<file path="config.mk">
export PLATFORM = sky130hd
export DESIGN_NAME = dmem_arbiter
export DESIGN_NICKNAME = d
export VERILOG_FILES = /design/src/rtl/dmem_arbiter.sv
export SDC_FILE = /design/constraint.sdc
export NUM_CORES = 1
export LEC_CHECK = 0
export CORE_UTILIZATION = 23
export CTS_CLUSTER_DIAMETER = 120
export DETAILED_ROUTE_END_ITERATION = 12
export PLACE_DENSITY = 0.86
export SLEW_MARGIN = 20
export SYNTH_ARGS = -nofsm -noshare
export SYNTH_HDL_FRONTEND = slang
export SYNTH_SLANG_ARGS = --single-unit
</file>
<file path="constraint.sdc">
create_clock -name clock -period 2.85 [get_ports clock]
set_input_delay 0.7125 -clock clock [delete_from_list [all_inputs] [get_ports clock]]
set_output_delay 0.7125 -clock clock [all_outputs]
set_load 0.005 [all_outputs]
</file>
<file path="src/rtl/dmem_arbiter.sv">
// Arbitrates the single-port DMEM between the pipeline memory stage (core) and an
// external requester, with a starvation counter that forces one external grant.
module dmem_arbiter #(
  parameter int DMEM_ADDR_WIDTH = 12,
  parameter int DMEM_WORD_WIDTH = 16,
  parameter int STARVE_LIMIT    = 4,
  parameter int CNT_WIDTH       = 4
) (
  input  logic                       clock,
  input  logic                       reset,
  input  logic                       in_core_load,
  input  logic                       in_core_store,
  input  logic [DMEM_ADDR_WIDTH-1:0] in_core_addr,
  input  logic [DMEM_WORD_WIDTH-1:0] in_core_wr_word,
  output logic                       out_core_stall,
  input  logic                       in_ext_req,
  input  logic                       in_ext_we,
  input  logic [DMEM_ADDR_WIDTH-1:0] in_ext_addr,
  input  logic [DMEM_WORD_WIDTH-1:0] in_ext_wr_word,
  output logic                       out_ext_ack,
  output logic                       out_ext_rd_valid,
  output logic [DMEM_WORD_WIDTH-1:0] out_ext_rd_word,
  input  logic [DMEM_WORD_WIDTH-1:0] in_mem_rd_word,
  output logic [DMEM_ADDR_WIDTH-1:0] out_mem_addr,
  output logic [DMEM_WORD_WIDTH-1:0] out_mem_wr_word,
  output logic                       out_mem_write_en,
  output logic                       out_dbg_state,
  output logic [CNT_WIDTH-1:0]       out_dbg_wait_cnt
);

  // Ext handshake: the requester holds in_ext_req/we/addr/wr_word stable until it
  // sees out_ext_ack high in a cycle; that cycle is the transfer. It may drop or
  // change the request in the following cycle.

  typedef enum logic {ST_CORE = 1'b0, ST_FORCE = 1'b1} state_t;

  localparam logic [CNT_WIDTH-1:0] LIMIT    = CNT_WIDTH'(STARVE_LIMIT);
  localparam logic [CNT_WIDTH-1:0] LIMIT_M1 = CNT_WIDTH'(STARVE_LIMIT - 1);

  state_t               state_q, state_d;
  logic [CNT_WIDTH-1:0] wait_cnt_q, wait_cnt_d;
  logic                 rd_pending_q, rd_pending_d;
  logic                 core_req, core_grant, ext_grant;

  always_comb begin
    core_req   = in_core_load | in_core_store;
    core_grant = 1'b0;
    ext_grant  = 1'b0;
    case (state_q)
      ST_FORCE: begin
        ext_grant  = in_ext_req;
        core_grant = core_req && !in_ext_req;
      end
      default: begin
        core_grant = core_req;
        ext_grant  = !core_req && in_ext_req;
      end
    endcase
  end

  always_comb begin
    state_d = state_q;
    case (state_q)
      ST_CORE:  if (in_ext_req && !ext_grant && wait_cnt_q == LIMIT_M1) state_d = ST_FORCE;
      ST_FORCE: if (ext_grant || !in_ext_req) state_d = ST_CORE;
      default:  state_d = ST_CORE;
    endcase

    // Counts losing cycles of a pending ext request, saturating at the limit.
    wait_cnt_d = wait_cnt_q;
    if (!in_ext_req || ext_grant) begin
      wait_cnt_d = '0;
    end else if (wait_cnt_q != LIMIT) begin
      wait_cnt_d = wait_cnt_q + CNT_WIDTH'(1);
    end

    rd_pending_d = ext_grant && !in_ext_we;
  end

  always_comb begin
    out_mem_addr     = '0;
    out_mem_wr_word  = '0;
    out_mem_write_en = 1'b0;
    if (core_grant) begin
      out_mem_addr     = in_core_addr;
      out_mem_wr_word  = in_core_wr_word;
      out_mem_write_en = in_core_store;
    end else if (ext_grant) begin
      out_mem_addr     = in_ext_addr;
      out_mem_wr_word  = in_ext_wr_word;
      out_mem_write_en = in_ext_we;
    end
  end

  always_ff @(posedge clock or posedge reset) begin
    if (reset) begin
      state_q      <= ST_CORE;
      wait_cnt_q   <= '0;
      rd_pending_q <= 1'b0;
    end else begin
      state_q      <= state_d;
      wait_cnt_q   <= wait_cnt_d;
      rd_pending_q <= rd_pending_d;
    end
  end

  assign out_core_stall   = core_req && !core_grant;
  assign out_ext_ack      = ext_grant;
  assign out_ext_rd_valid = rd_pending_q;
  assign out_ext_rd_word  = rd_pending_q ? in_mem_rd_word : '0;
  assign out_dbg_state    = state_q;
  assign out_dbg_wait_cnt = wait_cnt_q;

endmodule

</file>
==> results of run 1 <==
Yosys cell counts, drive strengths merged:
cell / number / area (sq um)
or3b: 1 / 11.3
nor4: 1 / 12.5
nand2b: 1 / 6.26
and2: 16 / 100
ha: 2 / 25.0
nor2: 7 / 26.3
a32o: 1 / 10.0
clkbuf: 3 / 31.3
a22o: 28 / 280
xnor2: 1 / 8.76
a21oi: 2 / 13.8
nor3: 1 / 5.00
inv: 4 / 15.0
nand3: 1 / 5.00
nand3b: 1 / 7.51
nor2b: 1 / 6.26
nand2: 2 / 7.51
buf: 3 / 15.0
mux2i: 2 / 20.0
or2b: 1 / 7.51
dfrtp: 6 / 150
o21a: 1 / 7.51
through the flow:
stage / power, W / std cells
CTS: 0.000452 / 270
global route: 0.000482 / 271
detailed placement: 0.000377 / 260
finish: 0.000452 / 271
global placement: 0.000369 / 260
floorplan: 0.000175 / 86
registers in the layout, summed over array words and instances, names as in the netlist:
signal,count
out_dbg_state,1
out_dbg_wait_cnt,4
out_ext_rd_valid,1
worst reg2reg max path, delay by kind of cell, from the launching register on:
family | cells | cell delay (ns)
buf+inv | 1 | 0.20
flops | 1 | 0.45
simple gates | 2 | 0.65
area by class of cell:
cell class	count	share of cell area (%)
clock buffers	3	0.994
inverters	4	0.663
multi-input cells	71	26.5
flip-flops and latches	6	6.63
well taps	44	2.43
repair buffers	143	62.8
what timing repair did:
action	in CTS	in global routing
pin swaps	1	0
buffers inserted	6	0
gates cloned	1	1
setup endpoints to repair	29	3
gates resized for setup	39	4
hold buffers	0	0
report_power, final:
part / switching [W] / leakage (nW) / internal (W)
Combinational: 0.0000800 / 0.895 / 0.000198
Clock: 0.0000311 / 0.0138 / 0.0000477
Sequential: 0.00000617 / 0.0818 / 0.0000890
Total: 0.000117 / 0.990 / 0.000335
worst min path at each step:
| stage | startpoint | to | cells after the start | slack, ns |
|---|---|---|---|---|
| final | out_dbg_wait_cnt[3] | out_dbg_state | 1 | 0.55 |
| after global routing | out_dbg_wait_cnt[3] | out_dbg_state | 1 | 0.57 |
| after CTS | out_dbg_wait_cnt[3] | out_dbg_state | 1 | 0.55 |
| after detailed placement | out_dbg_wait_cnt[3] | out_dbg_state | 1 | 0.53 |
| after global placement | out_dbg_wait_cnt[3] | out_dbg_state | 1 | 0.52 |
| after floorplan | reset | out_dbg_state | 1 | 0.50 |
per-layer routing:
metal | part of all wire, % | routed length, um
met1 | 37 | 1480
met2 | 51 | 2040
met3 | 9.7 | 388
met4 | 2.5 | 102
met5 | 0 | 0
kinds of logic (layout without fill, tap and decap cells):
kind of cell	after synthesis	in the layout	synth area share, %
DFF	6	6	19.4
AOI/OAI and AO/OA	32	33	40.4
muxes	2	2	2.59
xor gates and xnor gates	1	1	1.13
adders and majority gates	2	2	3.24
buffers and inverters	10	150	7.94
and+or+nand+nor	33	33	25.3
==> run metrics, run 1 <==
net count of the mapped netlist between 150 and 200; setup ws final ~0.04 ns; 1st-iter DRT viols 38; Placed Area 2140 sq um; clock skew 0.00201 ns; commonest cells after routing, fill and taps aside clkdlybuf4s50_1 (100), a22o_2 (28), dlygate4sd2_1 (25); register area share after synthesis between 10% and 20%; total die area about 3600 sq um; vias in the first global route 1266; pre-CTS setup slack -0.865 ns; crit end category output pin; multi-input logic area approximately 600 sq um; Worst Setup EP out_mem_wr_word[9]; Final TNS setup 0 ns; worst hold slack 0.551 ns; Rows 20; GR peak layer met2; RSZ-0062 raised after global routing true; kind of critical path in2out; clock buffer count from CTS 3; Finished Cell Area about 2300 sq um; Worst R2R Setup Slack between 1 and 1.5 ns; crit path DAT approximately 2.1 ns; first-pass GRT wire length roughly 5.7 mm; worst path required time between 2 and 2.5 ns; WP buf/inv 4; CP max FO 12; Syn Inst Count 86; Die Wd ~60 um; gpl congestion approximately 0.66; Leakage Power 0.990 nW; CP startpoint kind primary input; die height between 50 and 60 um; Worst path depth 7; post-layout min period around 2.8 ns; initial antenna violation count 0; DP HPWL between 3 and 4 mm; commonest non-fill, non-tap cell in the layout clkdlybuf4s50_1; Max-slew headroom between 70 and 80%; Reg-to-Reg End out_dbg_state; CTS max path bufs 2; number of synthesized register bits 6; max incr delay on CP 0.44 ns; clk_lat worst skew 0.25 ns; run status finished clean; Top delay family on crit path buffers and inverters; Peak Freq about 360 MHz; max-slew violations 0; share of layout cells above drive strength 1 between 20% and 30%; syn avg cell area ~9.0 sq um; vias per cell 4.74; Clk pin slew, worst setup/hold paths 0.04 ns; synthesized area 772 sq um; htree depth 1; Synth-to-Final Area Change 193%; R2R cell count 3; largest net degree at the start of global routing 24; Reg area 150 sq um; total gr overflow 0; I/O Buffers 130; Fillers 257; DRT Pass-1 Iters 4; final setup fails 0; HP Class reg2reg; DR DRC count 0; Netlist cell types 24; worst path cell trace clkdlybuf4s15_2 -> nor2_4 -> buf_6 -> o21a_4 -> buf_12 -> a22o_2 -> clkdlybuf4s50_1; Final period util just under 100%; Max Cap Violations 0; Initial Utilization between 20 and 25%; Clock Sinks 6; routed via count around 1300; Ys Warns 0; R2R Path Start out_dbg_state; Core ar. around 3100 sq um; met3 Usage GRT roughly 5.2%; post-route ant nets 0; worst vdd ir between 0.0002 and 0.00025 V; gr usage total roughly a fifth; measured slew at the worst slew-check pin approximately 0.34 ns; nets ~300; Root Driver clkbuf_4; Critical-path top delay cell clkdlybuf4s50_1; grt met2 use between 30 and 40%; Total Wirelength 4.02 mm; Core Util, Final 72.4%; Crit. Startpoint in_core_store; io pins between 100 and 150; pwr dens around 200 nW/um^2; Inserted Diodes 0; drt wl/cell around 15 um; met1 Use GR between 20 and 25%; final hold vios 0; CTS tree yes
Note: power is estimated with default switching activity, not from simulation.
==> run 2, diff against run 1 <==
--- a/config.mk
+++ b/config.mk
@@ -5,10 +5,12 @@
 export SDC_FILE = /design/constraint.sdc
 export NUM_CORES = 1
 export LEC_CHECK = 0
+export CORE_MARGIN = 4
 export CORE_UTILIZATION = 23
 export CTS_CLUSTER_DIAMETER = 120
 export DETAILED_ROUTE_END_ITERATION = 12
 export PLACE_DENSITY = 0.86
+export RECOVER_POWER = 50
 export SLEW_MARGIN = 20
 export SYNTH_ARGS = -nofsm -noshare
 export SYNTH_HDL_FRONTEND = slang
==> run metrics, run 2 (synthesis results as in run 1) <==
run status finished clean; RSZ-0062 raised after global routing false; nets ~310; gr usage total between 10% and 20%; final hold vios 0; CP max FO 14; CTS max path bufs 2; Final period util between 90% and 100%; CTS tree yes; die height around 66 um; Initial Utilization between 20% and 30%; share of layout cells above drive strength 1 21.3%; final setup fails 0; total gr overflow 0; Root Driver clkbuf_4; commonest cells after routing, fill and taps aside clkdlybuf4s50_1 (107), a22o_2 (28), dlygate4sd3_1 (18); HP Class reg2reg; max-slew violations 0; pwr dens just over 200 nW/um^2; Top delay family on crit path buffers and inverters; first-pass GRT wire length 6.42 mm; max incr delay on CP 0.45 ns; drt wl/cell between 15 and 20 um; io pins about 130; post-route ant nets 0; routed via count approximately 1300; Inserted Diodes 0; Clock Sinks 6; Reg area approximately 150 sq um; worst path required time between 2 and 2.5 ns; worst vdd ir approximately 0.00021 V; Max-slew headroom 76.5%; clk_lat worst skew ~0.25 ns; total die area 4350 sq um; kind of critical path in2out; post-layout min period around 2.8 ns; 1st-iter DRT viols 30; Peak Freq around 360 MHz; I/O Buffers 130; CTS Hold Bufs 0; measured slew at the worst slew-check pin approximately 0.35 ns; clock skew roughly 0.0076 ns; multi-input logic area between 500 and 600 sq um; Max Cap Violations 0; Clk pin slew, worst setup/hold paths 0.05 ns; Total Wirelength 4.24 mm; crit path DAT 2.07 ns; initial antenna violation count 0; Leakage Power 0.975 nW; vias in the first global route roughly 1400; gpl congestion between 0.7 and 0.8; CP startpoint kind primary input; Rows 20; Core Util, Final slightly above 70%; Fillers about 250; DR DRC count 0; Synth-to-Final Area Change 192%; crit end category output pin; DP HPWL approximately 3.5 mm; DRT Pass-1 Iters 4; largest net degree at the start of global routing 18; clock buffer count from CTS 3; vias per cell ~4.7; worst path cell trace clkdlybuf4s15_2 -> buf_4 -> o21a_4 -> buf_12 -> a22o_2 -> clkdlybuf4s50_1; worst hold slack roughly 0.56 ns; htree depth 1; max reg flops 4; Critical-path top delay cell clkdlybuf4s50_1; commonest non-fill, non-tap cell in the layout clkdlybuf4s50_1; Die Wd 65.9 um; WP buf/inv 4; Core ar. 3130 sq um
run 2: area by class of cell:
| type | instances | area share [%] |
|---|---|---|
| inverters | 4 | 0.666 |
| multi-input cells | 71 | 26.2 |
| well taps | 44 | 2.44 |
| flip-flops and latches | 6 | 6.66 |
| repair buffers | 141 | 63.0 |
| clock buffers | 3 | 0.999 |
run 2: repair_timing:
action,CTS,global route
setup endpoints to repair,30,26
buffers inserted,5,0
cloned,2,0
resized for setup,18,5
pin swaps,2,1
run 2: power by group:
part / total, W / internal, W / switching (W) / leakage (nW)
registers: 0.0000950 / 0.0000889 / 0.00000616 / 0.0818
logic: 0.000290 / 0.000212 / 0.0000782 / 0.879
clock network: 0.0000817 / 0.0000479 / 0.0000338 / 0.0138
run 2: final timing paths:
kind / start / endpoint / slack, ns / depth (start not counted)
worst max-delay path: in_ext_req / out_mem_wr_word[0] / 0.07 / 6
worst min-delay path: out_dbg_wait_cnt[3] / out_dbg_state / 0.56 / 1
worst max register to register: out_dbg_state / out_dbg_state / 1.30 / 3
worst min register to register: out_dbg_wait_cnt[3] / out_dbg_state / 0.56 / 1
max in group asynchronous: reset / out_dbg_wait_cnt[1] / 1.81 / 2
min in group asynchronous: reset / out_dbg_wait_cnt[2] / 0.82 / 2
run 2: per-layer routing:
| layer | vias up | wire length, um | track usage (%) |
|---|---|---|---|
| li1 | 602 | - | - |
| met5 | - | 0 | 0 |
| met1 | 578 | 1410 | 17.8 |
| met2 | 76 | 2330 | 38.7 |
| met3 | 4 | 466 | 6.63 |
| met4 | 0 | 29 | 4.31 |
run 2: per-stage QoR:
stage               setup slack, ns  std cells  instance area (sq um)  TNS (ns)  total power (W)
floorplan                     0.669         86                    772         0         0.000175
global placement             -0.738        259                   2120    -20.34         0.000367
detailed placement           -0.853        259                   2120    -23.63         0.000375
CTS                        0.000934        269                   2270         0         0.000476
global route                 0.0113        269                   2250         0         0.000498
finish                       0.0718        269                   2250         0         0.000467
==> RTL edit (config.mk and constraints of run 1) <==
Set the parameter `DMEM_ADDR_WIDTH` to 11 (it was 12).
--- a/src/rtl/dmem_arbiter.sv
+++ b/src/rtl/dmem_arbiter.sv
@@ -2,5 +2,5 @@
 // external requester, with a starvation counter that forces one external grant.
 module dmem_arbiter #(
-  parameter int DMEM_ADDR_WIDTH = 12,
+  parameter int DMEM_ADDR_WIDTH = 11,
   parameter int DMEM_WORD_WIDTH = 16,
   parameter int STARVE_LIMIT    = 4,
Ports: changed (resized in_core_addr, in_ext_addr and out_mem_addr); port bits go from 131 to 128. No check against the original RTL was run, so the function may have changed too.
==> RTL edit against run 1 <==
- via count decreased by 4.8%
- cell count fell by 3.0%
- clock skew is 0.0012 ns higher
- worst setup slack improved by 0.098 ns
- synthesized area is 2.8% lower
- sequential cell count unchanged
- total power decreased by 2.1%
- cell area shrank 3.0%
- maximum frequency grew 3.6%
- critical path depth shrank 2
- combinational power down 4%
- highest routed layer unchanged
- routed wire length fell by 2.6%
==> RTL edit: results (changes against run 1) <==
status: "finished clean"
cp-endpoint: "out_ext_ack"
wire_per_inst_um: 14.86  # +0.32%
dp.final_hpwl_mm: 3.052  # -1.1%
power.static_leakage_uw: 0.001055  # +6.5%
gp_congestion: 0.6497  # -1.3%
number_of_global_route_vias_before_repair: 1160  # -8.4%
holdCritStartpoint: "out_dbg_wait_cnt[3]$_DFFE_PP0P_"
tightestPinTransition_ns: 0.3429  # +0.007263 ns
timing.hold.worst_endpoint: "out_dbg_state$_DFF_PP0_"
hold-path-cell-count: 1  # unchanged
synth_fa_ha_area_share_pct: 3.333  # +0.092 points
netlist_top_cells_area: "a22o_1 (32%), dfrtp_1 (20%), and2_1 (13%)"
ys_top_cells_by_count: "a22o_1 (27), and2_1 (16), dfrtp_1 (6), nor2_1 (6)"
grt_start_max_net_pins: 18  # -25%
mappedNetlistNets: 163  # -1.8%
grt_first_pass_wirelength_mm: 5.658  # -1.4%
ys_warn_count: 0  # unchanged
post-cts-setup-buffers: 1  # -5
routed_via_density: 4.650  # -1.9%
clock_skew_ns: 0.003220  # +0.001215 ns
fmax_mhz: 368.7  # +3.6%
asyncSetResetFlopFracSynth_pct: 100.0  # unchanged
synthesis.instances: 85  # -1.2%
post-layout-total-power_uw: 443.0  # -2.1%
synth_xor_xnor_area_share_pct: 1.167  # +0.032 points
synth.area.mux_share_pct: 2.667  # +0.073 points
r2r_setup_slack_ns: 1.60  # +0.14 ns
post_cts_resized: 24  # -38%
numPortBuffers: 127  # -2.3%
num-fill-cells: 246  # -4.3%
pre_cts_ws_ns: -0.2485  # +0.6161 ns
instances_no_fill: 263  # -3.0%
switching_share_pct: 26.26  # +0.33 points
setup_total_negative_slack_ns: 0  # unchanged
vdd_drop_max_v: 0.0001928  # -8.2%
crit_path_max_incr_delay_ns: 0.52  # +0.08 ns
final_net_count: 299  # -3.2%
arrival_time_of_the_worst_setup_path_ns: 2.00  # -0.10 ns
critical_path.startpoint: "in_core_load"
yosysMostFrequentCell: "a22o_1"
worst_skew_pair_latency_ns: 0.25  # about the same
synth_compound_gate_area_share_pct: 35.67  # -4.7 points
detail_route.iter0.violations: 19  # -50%
worst-r2r-cell-count: 2  # -1
seq_area_frac_synth_pct: 20.00  # +0.55 points
dpl.cell_count: 256  # -1.5%
groute.usage.overall_pct: 21.50  # +0.50 points
final_layout_size_suffix_gt1_share_pct: 8.676  # -15 points
## RTL edit: cell types whose count changed in the layout (fill, tap and decap cells not counted), sizes merged, moves of 3 or more
cell	before	now
dlygate4sd2	25	17
dlymetal6s2s	2	13
clkdlybuf4s15	3	0
clkdlybuf4s50	100	97
buf	12	9
## RTL edit: per-layer routing
| metal | wire (um) | global-route usage (%) | vias up | share of wire (%) |
|---|---|---|---|---|
| met5 | 0 | 0 | - | 0 |
| met4 | 68 | 6.803 | 0 | 1.7 |
| met3 | 341 | 5.240 | 9 | 8.7 |
| met2 | 2110 | 42.37 | 68 | 54 |
| met1 | 1389 | 21.87 | 559 | 36 |
| li1 | - | - | 587 | - |
## RTL edit: power by group through the flow
| stage | Sequential, uW | Clock [uW] | Combinational [uW] |
|---|---|---|---|
| floorplan | 95.1 | 0 | 74.3 |
| global placement | 95.8 | 0 | 263 |
| detailed placement | 96.3 | 0 | 269 |
| CTS | 95.1 | 84.2 | 272 |
| global route | 95.9 | 87.0 | 285 |
| finish | 95.1 | 82.2 | 266 |
## RTL edit: per-stage QoR
step | hold slack (ns) | cell area (um^2)
detailed placement | 0.5623 | 2081
CTS | 0.5843 | 2158
finish | 0.5820 | 2197
floorplan | 0.5035 | 750.7
global route | 0.6032 | 2197
global placement | 0.5505 | 2081
## RTL edit: cell families (layout without fill, tap and decap cells)
logic type / count (synthesis) / count (layout)
fa+ha+maj: 2 / 2
mux: 2 / 2
xor+xnor: 1 / 1
buf+inv: 10 / 144
compound gates: 31 / 31
flops: 6 / 6
simple gates: 33 / 33
## RTL edit: area by class of cell
type	count	share of cell area, %
multi-input combinational	69	25.11
sequential	6	6.834
inverter	4	0.6834
timing repair buffer	137	63.84
tap	44	2.506
clock buffer	3	1.025
